[config.mk]
export PLATFORM = sky130hd
export DESIGN_NAME = qif_spike_decoder
export DESIGN_NICKNAME = d
export VERILOG_FILES = /design/src/rtl/qif_pkg.sv /design/src/rtl/qif_window_timer.sv /design/src/rtl/qif_spike_decoder.sv
export SDC_FILE = /design/constraint.sdc
export NUM_CORES = 1
export LEC_CHECK = 0
export CORE_UTILIZATION = 30
export CTS_CLUSTER_SIZE = 40
export DETAILED_ROUTE_END_ITERATION = 10
export HOLD_SLACK_MARGIN = 0.12
export PLACE_DENSITY = 0.6
export SYNTH_ARGS = -nofsm -noshare
export SYNTH_HDL_FRONTEND = slang
export SYNTH_SLANG_ARGS = --single-unit
[constraint.sdc]
create_clock -name clk -period 2.7 [get_ports clk]
set_input_delay 0.405 -clock clk [delete_from_list [all_inputs] [get_ports clk]]
set_output_delay 0.405 -clock clk [all_outputs]
set_load 0.01 [all_outputs]
[src/rtl/qif_pkg.sv]
// Shared types and widths for the QIF spike decoder.
package qif_pkg;

  localparam int unsigned ValW = 8;
  localparam int unsigned WinW = 24;

  typedef enum logic {
    IDLE  = 1'b0,
    COUNT = 1'b1
  } state_e;

  function automatic logic [ValW-1:0] sat_inc(input logic [ValW-1:0] v);
    return (v == {ValW{1'b1}}) ? v : v + 8'd1;
  endfunction

endpackage

[src/rtl/qif_window_timer.sv]
// Rate-measurement window counter: 0..WINDOW-1, tc pulses on the last cycle.
module qif_window_timer
  import qif_pkg::*;
#(
  parameter logic [WinW-1:0] WINDOW = 24'd10_000_000
) (
  input  logic clk,
  input  logic rst_n,
  input  logic clr,
  input  logic en,
  output logic tc
);

  logic [WinW-1:0] r_wcnt;
  logic            w_last;

  assign w_last = (r_wcnt == WINDOW - 24'd1);
  assign tc     = en && !clr && w_last;

  always_ff @(posedge clk or negedge rst_n) begin
    if (!rst_n) begin
      r_wcnt <= '0;
    end else if (clr) begin
      r_wcnt <= '0;
    end else if (en) begin
      r_wcnt <= w_last ? '0 : r_wcnt + 24'd1;
    end
  end

endmodule

[src/rtl/qif_spike_decoder.sv]
// Detects rising threshold crossings of a QIF membrane value and reports the
// per-window spike count through a valid/ready register with sticky overrun.
module qif_spike_decoder
  import qif_pkg::*;
#(
  parameter logic [WinW-1:0] WINDOW = 24'd10_000_000
) (
  input  logic            clk,
  input  logic            rst_n,
  input  logic            ena,
  input  logic [ValW-1:0] v_mem,
  input  logic [ValW-1:0] thresh,
  output logic            spike,
  output logic [ValW-1:0] rate,
  output logic            rate_valid,
  input  logic            rate_ready,
  output logic            overrun
);

  state_e          r_state;
  state_e          w_state_d;
  logic            r_above;
  logic            r_spike;
  logic [ValW-1:0] r_scnt;
  logic [ValW-1:0] r_rate;
  logic            r_rate_valid;
  logic            r_overrun;

  logic            w_ge;
  logic            w_count;
  logic            w_det;
  logic            w_tc;
  logic [ValW-1:0] w_final;

  assign w_ge    = (v_mem >= thresh);
  assign w_count = (r_state == COUNT);
  assign w_det   = w_count && w_ge && !r_above;
  assign w_final = w_det ? sat_inc(r_scnt) : r_scnt;

  qif_window_timer #(
    .WINDOW(WINDOW)
  ) u_timer (
    .clk  (clk),
    .rst_n(rst_n),
    .clr  (!w_count),
    .en   (w_count),
    .tc   (w_tc)
  );

  always_comb begin
    w_state_d = r_state;
    case (r_state)
      IDLE:    if (ena) w_state_d = COUNT;
      COUNT:   if (!ena) w_state_d = IDLE;
      default: w_state_d = IDLE;
    endcase
  end

  always_ff @(posedge clk or negedge rst_n) begin
    if (!rst_n) begin
      r_state <= IDLE;
    end else begin
      r_state <= w_state_d;
    end
  end

  always_ff @(posedge clk or negedge rst_n) begin
    if (!rst_n) begin
      r_above      <= 1'b0;
      r_spike      <= 1'b0;
      r_scnt       <= '0;
      r_rate       <= '0;
      r_rate_valid <= 1'b0;
      r_overrun    <= 1'b0;
    end else begin
      // above tracks in IDLE too, so a level already high at enable is not a spike
      r_above <= w_ge;
      r_spike <= w_det;

      if (!w_count) begin
        r_scnt <= '0;
      end else if (w_tc) begin
        r_scnt <= w_det ? 8'd1 : 8'd0;
      end else begin
        r_scnt <= w_final;
      end

      // A window end wins over a simultaneous accept: the new result is loaded
      if (w_tc) begin
        r_rate       <= w_final;
        r_rate_valid <= 1'b1;
        if (r_rate_valid && !rate_ready) r_overrun <= 1'b1;
      end else if (r_rate_valid && rate_ready) begin
        r_rate_valid <= 1'b0;
        r_overrun    <= 1'b0;
      end
    end
  end

  assign spike      = r_spike;
  assign rate       = r_rate;
  assign rate_valid = r_rate_valid;
  assign overrun    = r_overrun;

endmodule

==> impl_results.md <==
* Die width at 90.57 um
* Commonest cells after routing, fill and taps aside: dfrtp_1, nor2_1, clkdlybuf4s50_1
* CTS Buf Count at 5
* Clk Latency, worst-skew pair at 0.30 ns
* Number of synthesis warnings at 0
* Post-layout min period at 2.492 ns
* Routed WL per cell at 12.07 um
* Antenna viol nets, final at 0
* Status: finished clean
* CP max stage delay at 0.45 ns
* Root Buffer: clkbuf_8
* Fillers at 730
* Syn_area_per_cell at 9.414 um2
* Vias in the first global route at 1909
* Reg-to-reg endpoint: rate[7]$_DFFE_PN0P_
* Vias per inst at 4.885
* Antenna violations before repair at 0
* Gr ovfl total at 0
* Synthesized area at 0.002354 mm2
* Reg clk slew, reported paths at 0.09 ns
* Cells on worst reg2reg path at 6
* GP Congestion at 0.7413
* Fin crit share at 0.9231
* Power per cell area at 448.2 mW/mm2
* Iter 0 DRT Violations at 69
* Core area at 0.007408 mm2
* Total power at 1328 uW
* Critical path arrival at 2.68 ns
* First drt pass iteration count at 4
* Yosys cell types at 38
* Die Ht at 90.57 um
* Pins Over Slew Limit at 0
* Die Area at 0.008203 mm2
* Final Skew at 0.006680 ns
* Nets at 321
* FMAX at 0.4012 GHz
* CP Class: primary input to flip-flop
* WL final at 4718 um
* Worst setup startpoint: thresh[7]
* Mapped Cells at 250
* Clk sinks at 45
* Critical-path top delay cell: clkdlybuf4s50_1
* FF-to-FF Start: u_timer.r_wcnt[0]$_DFF_PN0_
* Via total after detailed routing at 1910
* GR Util All Layers at 0.1279
* Worst Tran Pin Value at 0.9945 ns
* Pleak at 0.001273 uW
* Setup_tns at 0 ns
* Critical path buffers and inverters at 5
* WP depth at 12
* Register area share after synthesis at 0.4785
* Synth Net Count at 280
* Clk buf depth at 2
* #FFs+latches synth at 45
* Area Overhead vs Synth at 25.89%
* Crit path to: rate[0]$_DFFE_PN0P_
* Max IR drop VDD at 0.2658 mV
* Rel. slew slack at 0.3370
* RSZ-0062 raised after global routing: no
* Largest net degree at the start of global routing at 46
* Footprint of the multi-input gates at 0.001144 mm2
* CTS tree: built
* DP HPWL at 3425 um
* Starting Density at 0.3177
* Setup violators final at 0
* Min-Delay Path Class: primary input to asynchronous set/reset pin
* Delay-heaviest family, CP: buffers and inverters
* Post-CTS Hold Fix Bufs at 0
* DRC viols at 0
* Final Hold Fails at 0
* FF+latch area at 0.001126 mm2
* H-tree levels at 2
* Num rows at 31
* Most common cell after layout, fill and taps aside: dfrtp_1
* First-pass GRT wire length at 8604 um
* Crit-path cells: clkdlybuf4s50_1 -> inv_1 -> ha_1 -> and2_1 -> a221oi_1 -> buf_4 -> o211ai_1 -> nand2_1 -> clkinv_1 -> buf_4 -> a221oi_1 -> nand2_1
* ANT cells at 0
* Max Cap Viol at 0
* Data required, critical path at 2.89 ns
* Worst Setup End Kind: flip-flop
* Layout cells sized above 1 at 0.08904
* CP max FO at 5
* Startpoint class of the critical path: primary input
* Top Ports at 31
* R2r setup slk at 0.32 ns
* IO Port Bufs at 30
[metrics by stage]
step	setup slack (ns)	area, um2	instances	hold slack (ns)	utilization
2_1_floorplan	0.3814	2354	250	0.1094	-
3_3_place_gp	-0.1305	2841	383	0.4717	0.3836
3_5_place_dp	-0.1922	2841	383	0.4795	0.3836
4_1_cts	0.1239	2957	391	0.3145	0.3991
5_1_grt	0.03216	2963	391	0.3635	0.3999
6_report	0.2077	2963	391	0.2664	0.3999
[synth_stat cells, drive strengths merged]
cell type	n	area (um2)
inv	14	52.55
nand4	1	6.260
o21ai	13	65.06
ha	10	125.1
and4	7	63.81
dfrtp	45	1126
or4	2	15.01
or2	1	6.260
nor3	7	35.03
nand2b	2	12.51
a211oi	1	7.510
xor2	8	70.07
a2111oi	1	8.760
nand2	16	60.06
clkinv	1	3.750
a31oi	4	25.02
o311ai	1	8.760
xnor2	13	113.9
nor4b	2	17.52
buf	3	20.01
o21a	1	7.510
nand3	19	100.1
o31ai	2	15.01
and2	3	18.77
nor4	5	31.28
a21oi	9	45.04
a41oi	1	8.760
or3	5	31.28
clkbuf	5	20.01
and3	13	82.58
nor2	31	116.4
o211ai	1	7.510
a221oi	3	26.28
[where the power goes]
part,internal [uW],switching [uW]
combinational,59.4,54.8
sequential,683,10.8
clock,277,243
[layer usage]
layer | global-route usage | vias up | wire length (um)
li1 | - | 963 | -
met1 | 0.1649 | 911 | 2265
met2 | 0.2121 | 28 | 2247
met3 | 0.02862 | 8 | 143
met4 | 0.04032 | 0 | 61
met5 | 0 | - | 0
[state kept, by name, indices dropped and copies added, names as in the netlist]
name and flops:
spike 1, rate 8, rate_valid 1, r_above 1, overrun 1, r_state 1, u_timer.r_wcnt 24, r_scnt 8
[repair_timing]
item	in CTS	in global routing
buffers inserted	0	0
resized for setup	0	2
endpoints found under the setup margin	0	4
[cell families (layout without fill, tap and decap cells)]
group,count (synthesis),after routing,synth area share
AND/OR/NAND/NOR,114,114,0.2536
flip-flops,45,45,0.4785
AO/OA/AOI/OAI,37,37,0.09570
buffers and inverters,23,65,0.04093
XOR/XNOR,21,21,0.07815
adder cells (fa/ha/maj),10,10,0.05316
[how the worst min path moves through the flow]
stage                                    from                      endpoint  slack [ns]  cells past startpoint
after CTS                               rst_n   u_timer.r_wcnt[5]$_DFF_PN0_        0.31                      1
after global placement    rate[7]$_DFFE_PN0P_           rate[7]$_DFFE_PN0P_        0.47                      2
after global routing                    rst_n           r_scnt[2]$_DFF_PN0_        0.36                      1
final                                   rst_n  u_timer.r_wcnt[12]$_DFF_PN0_        0.27                      1
after detailed placement  rate[6]$_DFFE_PN0P_           rate[6]$_DFFE_PN0P_        0.48                      2
after floorplan                         rst_n           overrun$_DFFE_PN0P_        0.11                      0
[layout make-up]
cell class,instances,share of cell area
multi-input combinational,182,0.3860
inverter,15,0.01900
clock inverter,3,0.01563
timing repair buffer,42,0.1343
tap,99,0.04181
clock buffer,5,0.02323
sequential,45,0.3801
No activity file was read; power rests on OpenSTA's default activity.
